**config.mk**
```make
export PLATFORM = sky130hd
export DESIGN_NAME = pe_msg_feeder
export DESIGN_NICKNAME = d
export VERILOG_FILES = /design/src/rtl/pe_msg_feeder.sv
export SDC_FILE = /design/constraint.sdc
export NUM_CORES = 1
export LEC_CHECK = 0
export CAP_MARGIN = 15
export CORE_MARGIN = 2
export CORE_UTILIZATION = 50
export CTS_BUF_LIST = sky130_fd_sc_hd__clkbuf_4 sky130_fd_sc_hd__clkbuf_8
export CTS_CLUSTER_SIZE = 16
export DETAILED_ROUTE_END_ITERATION = 8
export PLACE_DENSITY = 0.72
export SETUP_SLACK_MARGIN = 0.2
export SLEW_MARGIN = 30
export SYNTH_ARGS = -nofsm -noshare
export SYNTH_HDL_FRONTEND = slang
export SYNTH_SLANG_ARGS = --single-unit
```
**constraint.sdc**
```tcl
create_clock -name i_clk -period 3 [get_ports i_clk]
set_clock_uncertainty 0.1 [all_clocks]
set_input_delay 0.6 -clock i_clk [delete_from_list [all_inputs] [get_ports i_clk]]
set_output_delay 0.6 -clock i_clk [all_outputs]
set_load 0.05 [all_outputs]
```
**src/rtl/pe_msg_feeder.sv**
```systemverilog
// Feeds per-row {is_weight, data} messages into processing_element_array with systolic skew
// and weight/activation tile framing. Define PE_FEEDER_STATS_EN to add the o_stall_cnt output.
module pe_msg_feeder #(
  parameter int NUM_ROWS   = 2,
  parameter int BIT_WIDTH  = 8,
  parameter int FIFO_DEPTH = 4
) (
  input  logic                              i_clk,
  input  logic                              i_rst,
  input  logic [NUM_ROWS*BIT_WIDTH-1:0]     i_tile_msg,
  input  logic                              i_tile_is_weight,
  input  logic                              i_tile_last,
  input  logic                              i_tile_val,
  output logic                              o_tile_rdy,
  output logic [NUM_ROWS*(BIT_WIDTH+1)-1:0] o_msg_send_msg,
  output logic [NUM_ROWS-1:0]               o_msg_send_val,
  input  logic [NUM_ROWS-1:0]               i_msg_send_rdy,
  output logic                              o_err,
  output logic                              o_busy
`ifdef PE_FEEDER_STATS_EN
  ,
  output logic [31:0]                       o_stall_cnt
`endif
);

  localparam int MW = BIT_WIDTH + 1;
  localparam int PW = $clog2(FIFO_DEPTH);
  localparam int CW = $clog2(FIFO_DEPTH + 1);
  localparam logic [CW-1:0] DEPTH_C = CW'(FIFO_DEPTH);

  typedef enum logic [0:0] {LOAD_W, STREAM_A} state_t;

  state_t              state, state_nxt;
  logic                accept, drop, push;
  logic [MW-1:0]       mem    [NUM_ROWS][FIFO_DEPTH];
  logic [PW-1:0]       rd_ptr [NUM_ROWS];
  logic [PW-1:0]       wr_ptr [NUM_ROWS];
  logic [CW-1:0]       count  [NUM_ROWS];
  logic [CW-1:0]       lead   [NUM_ROWS];
  logic [NUM_ROWS-1:0] not_empty, not_full, fire;

  // Ready comes from registered counts only, so a popping full FIFO still blocks the slice.
  always_comb begin
    not_empty = '0;
    not_full  = '0;
    for (int r = 0; r < NUM_ROWS; r++) begin
      not_empty[r] = (count[r] != '0);
      not_full[r]  = (count[r] < DEPTH_C);
    end
  end

  assign o_tile_rdy = &not_full;
  assign accept     = i_tile_val && o_tile_rdy;
  assign push       = accept && !drop;
  assign o_busy     = |not_empty;

  // Row r may only present its k-th entry once row r-1 has sent its k-th (lead > 0).
  always_comb begin
    o_msg_send_val = '0;
    o_msg_send_msg = '0;
    for (int r = 0; r < NUM_ROWS; r++) begin
      o_msg_send_val[r] = not_empty[r] && ((r == 0) || (lead[r] != '0));
      o_msg_send_msg[r*MW +: MW] = not_empty[r] ? mem[r][rd_ptr[r]] : '0;
    end
  end

  assign fire = o_msg_send_val & i_msg_send_rdy;

  always_comb begin
    state_nxt = state;
    drop      = 1'b0;
    if (accept) begin
      case (state)
        LOAD_W: begin
          if (!i_tile_is_weight && !i_tile_last) state_nxt = STREAM_A;
        end
        STREAM_A: begin
          if (i_tile_is_weight) drop = 1'b1;
          else if (i_tile_last) state_nxt = LOAD_W;
        end
        default: state_nxt = LOAD_W;
      endcase
    end
  end

  always_ff @(posedge i_clk) begin
    if (i_rst) begin
      state <= LOAD_W;
      o_err <= 1'b0;
      for (int r = 0; r < NUM_ROWS; r++) begin
        rd_ptr[r] <= '0;
        wr_ptr[r] <= '0;
        count[r]  <= '0;
        lead[r]   <= '0;
      end
    end else begin
      state <= state_nxt;
      if (drop) o_err <= 1'b1;
      for (int r = 0; r < NUM_ROWS; r++) begin
        if (push)    wr_ptr[r] <= wr_ptr[r] + PW'(1);
        if (fire[r]) rd_ptr[r] <= rd_ptr[r] + PW'(1);
        if (push && !fire[r])      count[r] <= count[r] + CW'(1);
        else if (!push && fire[r]) count[r] <= count[r] - CW'(1);
      end
      for (int r = 1; r < NUM_ROWS; r++) begin
        if (fire[r-1] && !fire[r])      lead[r] <= lead[r] + CW'(1);
        else if (!fire[r-1] && fire[r]) lead[r] <= lead[r] - CW'(1);
      end
    end
  end

  always_ff @(posedge i_clk) begin
    for (int r = 0; r < NUM_ROWS; r++) begin
      if (push) mem[r][wr_ptr[r]] <= {i_tile_is_weight, i_tile_msg[r*BIT_WIDTH +: BIT_WIDTH]};
    end
  end

`ifdef PE_FEEDER_STATS_EN
  function automatic logic [31:0] sat_inc(input logic [31:0] v);
    return (&v) ? v : v + 32'd1;
  endfunction

  always_ff @(posedge i_clk) begin
    if (i_rst) o_stall_cnt <= '0;
    else if (i_tile_val && !o_tile_rdy) o_stall_cnt <= sat_inc(o_stall_cnt);
  end
`endif

endmodule

```
### After elaboration in Yosys (flattened, before gate mapping)

Memories as Yosys holds them, arrays and structs flattened.
Index checks and enable logic that the tools add are counted.

| word-level totals | value |
|---|---|
| register bits | 2 |
| bits in latches | 0 |
| memory bits (writable) | 92 |
| ROM bits | 0 |
| bits of input ports | 23 |
| output and inout port bits | 23 |
| word-level logic and storage cells | 127 |
| memories | 5 |

| operators by class | value |
|---|---|
| add/sub/neg operators | 10 |
| $mul | 0 |
| divide/modulo/power cells | 0 |
| magnitude comparators | 8 |
| equal/unequal tests | 0 |
| shift-type cells | 0 |
| multiplexer cells | 63 |
| bitwise logic cells | 16 |
| reductions and logical operators | 23 |

Memory list:

| memory | words | width | rd ports | clocked after memory_dff | wr ports | RTL line | source |
|---|---|---|---|---|---|---|---|
| mem | 2 | 36 | 2 | 0 | 2 | 35 | `logic [MW-1:0] mem [NUM_ROWS][FIFO_DEPTH];` |
| count | 2 | 3 | 2 | 0 | 2 | 38 | `logic [CW-1:0] count [NUM_ROWS];` |
| lead | 2 | 3 | 1 | 0 | 2 | 39 | `logic [CW-1:0] lead [NUM_ROWS];` |
| rd_ptr | 2 | 2 | 2 | 0 | 2 | 36 | `logic [PW-1:0] rd_ptr [NUM_ROWS];` |
| wr_ptr | 2 | 2 | 2 | 0 | 2 | 37 | `logic [PW-1:0] wr_ptr [NUM_ROWS];` |

Operators by type and width:

| kind | count |
|---|---|
| 2-to-1 mux 36 bit | 2 |
| 2-to-1 mux 9 bit | 8 |
| 2-to-1 mux 1 bit | 38 |
| binary-select mux 9 bit (select 2 bit) | 2 |
| demux 9 bit (select 2 bit) | 2 |
| 2-to-1 mux 3 bit | 6 |
| greater-or-equal comparator 3 bit (second input constant) | 4 |
| logical AND 1 bit | 12 |
| NOT 2 -> 3 bit | 4 |
| OR 1 bit | 10 |
| adder 3 x 1 -> 3 bit (second input constant) | 3 |
| nonzero test 3 bit | 3 |
| subtractor 3 x 1 -> 3 bit (second input constant) | 3 |
| adder 2 x 1 -> 2 bit (second input constant) | 4 |
| 2-to-1 mux 2 bit | 4 |
| zero test 1 bit | 6 |
| less-than comparator 3 x 1 -> 1 bit (second input constant) | 2 |
| less-than comparator 3 bit (second input constant) | 2 |
| AND 2 bit | 1 |
| one-hot mux 1 bit (2 select lines) | 1 |
| AND reduction 2 bit | 1 |
| OR reduction 2 bit | 1 |
| NOT 1 bit | 1 |

### Depth between registers and ports, before layout

Gate-level depths: netlist (run 1).

| depth | value |
|---|---|
| depth in word-level cells | 13 |
| gate-level depth with buffers | 10 |
| depth with buffers taken out | 10 |

### Worst setup path before layout (run 1)

OpenSTA, ideal clock, no wires.

| path | value |
|---|---|
| kind | in2reg |
| from | input port i_tile_val |
| to | memory count[0][2] (netlist bit), data pin |
| library setup time | 147 ps |
| data arrival time | 2254 ps |
| required time | 2753 ps |
| setup slack | 499 ps |
| cell stages on the path | 8 |
| buffers on the path | 1 |
| path through | or3b_4 a21oi_4 buf_6 or3_1 fa_1 xnor2_1 or3_1 a21oi_1 |

RTL lines:

| item | RTL line | source |
|---|---|---|
| start, declared | 13 | `input logic i_tile_val,` |
| end, declared | 38 |  |

==> qor.txt, run 1 <==
Mapped Nets: 272
DR iter-0 viols: 95
CP Max Fanout: 8
number of unique standard cell types used by synthesis: 39
RSZ-0062 raised after global routing: no
worst-margin pin slew: 0.495 ns
setup slack, reg-to-reg: 0.46 ns
Crit Reg-Reg Endpoint: lead[1][2]
detailed placement HPWL: 4.52 mm
met2 GRT Util: 26.1%
Skew-Pair Late Insertion Delay: 0.35 ns
Crit Path Category: flop to output pin
grt met3 use: 3.06%
dominant cell type by area after synthesis: edfxtp_1
Die X: 93.3 um
Hold Crit Class: flop to flop
Antenna diodes: 0
Post-Syn Area per Cell: 16.9 um^2
gr busiest metal: met2
relative slew slack: 66.9%
layout cells sized above 1: 26.4%
hold buffers post-CTS: 0
Hold Path End: o_err
die footprint: 8700 um^2
TritonCTS clock tree: yes
Cells after Synth: 236
hold violation count in the final report: 0
Util after Layout: 62.7%
Inserted Clock Buffers: 9
initial core utilization: 51.6%
WP data required: 2.30 ns
H-Tree Depth: 3
vias in the first global route: 2,165
number of synthesized register bits: 91
Worst Setup Start Kind: flop
hold slack: 0.394 ns
R2R depth: 8
GRT overflow: 0
RePlAce Congestion: 0.814
Worst-path clk slew: 0.09 ns
vias: 2,126
Synth async-reset ratio: 0%
fillcell total: 574
TNS Setup: 0 ns
top area cells in the synthesized netlist: edfxtp_1 67%, mux4_2 10%, ha_1 3.5%
Synth top area share: 67.0%
largest net degree at the start of global routing: 17
min Tclk post-route: 2.60 ns
Syn. warnings: 0
antenna violations before repair: 0
via/cell ratio: 5.20
fmax: 0.384 GHz
Cell Chain, Critical Path: buf_4 -> mux4_2 -> and2_1 -> buf_4
Hold Path Stages: 1
Most Frequent Cell on Critical Path: buf_4
number of flops mapped to enable cells by yosys: 89
Worst IR Drop VDD: 583 uV
drt wl/cell: 16.3 um
PD cells: 998 nW/um^2
slowest stage delay, CP: 0.51 ns
most frequent cells in the layout: 89 x edfxtp_1, 40 x buf_4, 24 x clkdlybuf4s50_1
nets: 338
min-delay src: o_err
worst-path cell with the longest stage delay: mux4_2
gr usage total: 17.0%
predominant post-synthesis flop cell: edfxtp_1
final worst-path cycle share: 86.7%
Die Span Y: 93.3 um
Setup crit end kind: output pin
CTS Buffer Depth: 2
I/O Buffers: 45
root buf cell: clkbuf_8
Final setup viols: 0
row cnt: 32
most common cell after layout, fill and taps aside: edfxtp_1
cell area after synthesis: 3990 um^2
WP data arrival: 1.90 ns
run status: completed
core area: 7730 um^2
CTS Sinks: 91
drt total wl: 6.66 mm
Max Cap Viol: 0
Reg-to-Reg Start: count[0][2]
global-route wire length before repair: 11.0 mm
post-route ant nets: 0
Pleak: 1.70 nW
max-slew violations: 0
# IOs: 46
DRC: 0
GR Layer Usage met1: 24.2%
first drt pass iteration count: 4
post-synthesis sequential area ratio: 68.0%
synthesis-to-finish area growth: 21.5%
where the power goes:
part | total [mW] | internal [mW] | switching (mW)
registers | 1.80 | 1.65 | 0.151
clock network | 0.905 | 0.475 | 0.430
logic | 2.13 | 0.808 | 1.33
total | 4.83 | 2.93 | 1.91
Yosys cell counts, drive strengths merged (2+ instances only):
cell type   n
edfxtp     89
and2       19
mux4       18
nor2       12
ha         11
inv        11
nor2b       9
xnor2       8
nor3        7
clkbuf      6
nand2b      6
a21oi       4
buf         4
nor4        3
or3         3
dfxtp       2
fa          2
nand2       2
nand3       2
o31ai       2
or4         2
through the flow:
step / instances / worst slack, ns / power [mW] / instance area [um^2]
after floorplan: 236 / 0.499 / 3.33 / 3990
after global placement: 392 / 0.166 / 3.95 / 4610
after detailed placement: 392 / 0.132 / 3.98 / 4610
after CTS: 408 / 0.243 / 4.88 / 4830
after global routing: 409 / 0.267 / 5.10 / 4840
final: 409 / 0.398 / 4.83 / 4840
critical path: cells and delay by family (launching register included):
kind / cells / cell delay [ns]
buffers and inverters: 2 / 0.43
muxes: 1 / 0.51
and+or+nand+nor: 1 / 0.17
DFF: 1 / 0.44
state kept, by name (all words and copies together) (netlist names), named ones only:
| register | count |
|---|---|
| count | 6 |
| lead | 3 |
| mem | 72 |
| o_err | 1 |
| rd_ptr | 4 |
| wr_ptr | 4 |
kinds of logic (layout without fill, tap and decap cells):
| group | Yosys count | in the layout | share of synthesized area (%) |
|---|---|---|---|
| compound gates | 14 | 14 | 2.64 |
| xor+xnor | 8 | 8 | 1.76 |
| fa+ha+maj | 13 | 13 | 4.46 |
| buf+inv | 21 | 92 | 2.26 |
| flops | 91 | 91 | 68.0 |
| mux | 18 | 18 | 10.2 |
| simple gates | 71 | 71 | 10.7 |
worst max-delay path by stage:
stage,end,cells after the start,slack [ns],start
after floorplan,count[0][2],8,0.50,i_tile_val
after global placement,count[0][2],8,0.17,i_tile_val
after detailed placement,count[0][2],8,0.13,i_tile_val
after CTS,o_msg_send_msg[8],4,0.24,rd_ptr[0][0]
after global routing,lead[1][2],8,0.27,count[0][2]
final,o_msg_send_msg[9],4,0.40,rd_ptr[0][2]
area by class of cell:
| type | instances | area (um^2) | share of cell area [%] |
|---|---|---|---|
| Clock buffer | 9 | 124 | 2.56 |
| Clock inverter | 7 | 101 | 2.09 |
| Inverter | 11 | 41.3 | 0.852 |
| Multi-Input combinational cell | 124 | 1190 | 24.5 |
| Sequential cell | 91 | 2710 | 56.0 |
| Tap cell | 102 | 128 | 2.63 |
| Timing Repair Buffer | 65 | 549 | 11.3 |
timing repair:
| item | in CTS | in global routing |
|---|---|---|
| resized for setup | 1 | 1 |
| pin swaps | 0 | 0 |
| gates cloned | 0 | 0 |
| setup endpoints to repair | 1 | 2 |
| buffers inserted | 0 | 1 |
layer usage:
metal | wire length, um | vias up
met5 | 0 | -
met4 | 112 | 0
met3 | 188 | 10
met2 | 3200 | 33
met1 | 3160 | 1058
li1 | - | 1025
Power figures use the tool's default switching activity.
==> run 2: changes to the inputs <==
Settings changed: CORE_ASPECT_RATIO set to 1.2, TNS_END_PERCENT set to 10.
==> qor.txt, run 2 (same netlist as run 1, synthesis figures left out) <==
run status: completed
H-Tree Depth: 3
I/O Buffers: 45
root buf cell: clkbuf_8
metal2 WL: 3.45 mm
TNS Setup: 0 ns
Setup crit end kind: flop
Crit Reg-Reg Endpoint: lead[1][2]
CTS Sinks: 91
max FFs per register: 72
antenna violations before repair: 0
Top Layer Used: met4
hold violation count in the final report: 0
fmax: 0.374 GHz
hold buffers post-CTS: 0
largest net degree at the start of global routing: 18
fillcell total: 590
Worst-path clk slew: 0.10 ns
GRT overflow: 0
via/cell ratio: 5.38
vias in the first global route: 2,181
met3 wire len: 239 um
detailed placement HPWL: 4.54 mm
Cell Chain, Critical Path: o31ai_2 -> nand2b_1 -> or2_2 -> fa_1 -> xnor2_1 -> nor4b_1 -> a22oi_1 -> nor2_1
register area: 2710 um^2
Reg-to-Reg Start: count[0][2]
worst-margin pin slew: 0.497 ns
Max Cap Viol: 0
Util after Layout: 62.1%
core area: 7710 um^2
first drt pass iteration count: 4
M1 wire length: 2.78 mm
gr usage total: 16.2%
TritonCTS clock tree: yes
RSZ-0062 raised after global routing: no
Pleak: 1.68 nW
Critical Path Source: count[0][2]
max-slew violations: 0
layout cells sized above 1: 25.8%
drt total wl: 6.59 mm
CP Max Fanout: 5
worst-path cell with the longest stage delay: edfxtp_1
post-route ant nets: 0
relative slew slack: 66.8%
final worst-path cycle share: 89.0%
Die X: 85.5 um
synthesis-to-finish area growth: 20.1%
slowest stage delay, CP: 0.50 ns
DR iter-0 viols: 96
WP data arrival: 2.79 ns
Inserted Clock Buffers: 9
PD cells: 982 nW/um^2
Skew-Pair Late Insertion Delay: 0.35 ns
post-CTS setup buffer count: 0
die footprint: 8710 um^2
hold slack: 0.394 ns
initial core utilization: 51.7%
Power Total: 4.70 mW
Die Span Y: 102 um
row cnt: 35
most frequent cells in the layout: 89 x edfxtp_1, 39 x buf_4, 24 x clkdlybuf4s50_1
Worst Setup Start Kind: flop
RePlAce Congestion: 0.807
R2R depth: 8
CTS Buffer Depth: 2
min Tclk post-route: 2.67 ns
Worst IR Drop VDD: 624 uV
global-route wire length before repair: 10.5 mm
Hold Crit Class: flop to flop
vias: 2,143
WP data required: 3.11 ns
DRC: 0
Crit Path Category: flop to flop
setup slack, reg-to-reg: 0.33 ns
most common cell after layout, fill and taps aside: edfxtp_1
drt wl/cell: 16.5 um
# IOs: 46
Antenna diodes: 0
multi-input logic area: 1190 um^2
nets: 337
crit path capture: lead[1][2]
Final setup viols: 0
-- run 2: worst max-delay path: cells and delay by family, from the launching register on --
kind,cells,cell delay [ns]
AOI/OAI and AO/OA,2,0.55
xor gates and xnor gates,1,0.17
adders and majority gates,1,0.39
DFF,1,0.50
and+or+nand+nor,4,0.83
-- run 2: worst min-delay path by stage --
stage	startpoint	end	slack, ns	depth (start not counted)
after floorplan	flop	flop	0.42	2
after detailed placement	o_err	o_err	0.37	1
final	o_err	o_err	0.39	1
after global placement	o_err	o_err	0.37	1
after CTS	o_err	o_err	0.40	1
after global routing	o_err	o_err	0.43	1
-- run 2: layout make-up --
| cell class | count | share of cell area, % |
|---|---|---|
| Multi-Input combinational cell | 124 | 24.9 |
| Tap cell | 92 | 2.41 |
| Sequential cell | 91 | 56.7 |
| Clock buffer | 9 | 2.59 |
| Timing Repair Buffer | 64 | 11.3 |
| Clock inverter | 7 | 1.20 |
| Inverter | 11 | 0.863 |
-- run 2: routing by layer --
layer	global-route usage (%)	vias up
met5	0	-
met1	19.7	1071
met4	7.33	0
met3	3.23	10
li1	-	1026
met2	28.1	36
-- run 2: where the power goes --
group | switching, mW | internal (mW) | leakage, nW
Clock | 0.451 | 0.316 | 0.0906
Combinational | 1.32 | 0.810 | 0.736
Sequential | 0.156 | 1.65 | 0.853
Total | 1.93 | 2.77 | 1.68
-- run 2: timing repair --
action	4_1_cts	5_1_grt
pin swaps	0	0
setup endpoints to repair	1	1
resized for setup	1	2
-- run 2: metrics by stage --
step / std cells / setup slack (ns) / instance area, um^2
after floorplan: 236 / 0.499 / 3990
after global placement: 382 / 0.173 / 4600
after detailed placement: 382 / 0.0697 / 4600
after CTS: 398 / 0.273 / 4780
after global routing: 398 / 0.194 / 4790
final: 398 / 0.329 / 4790
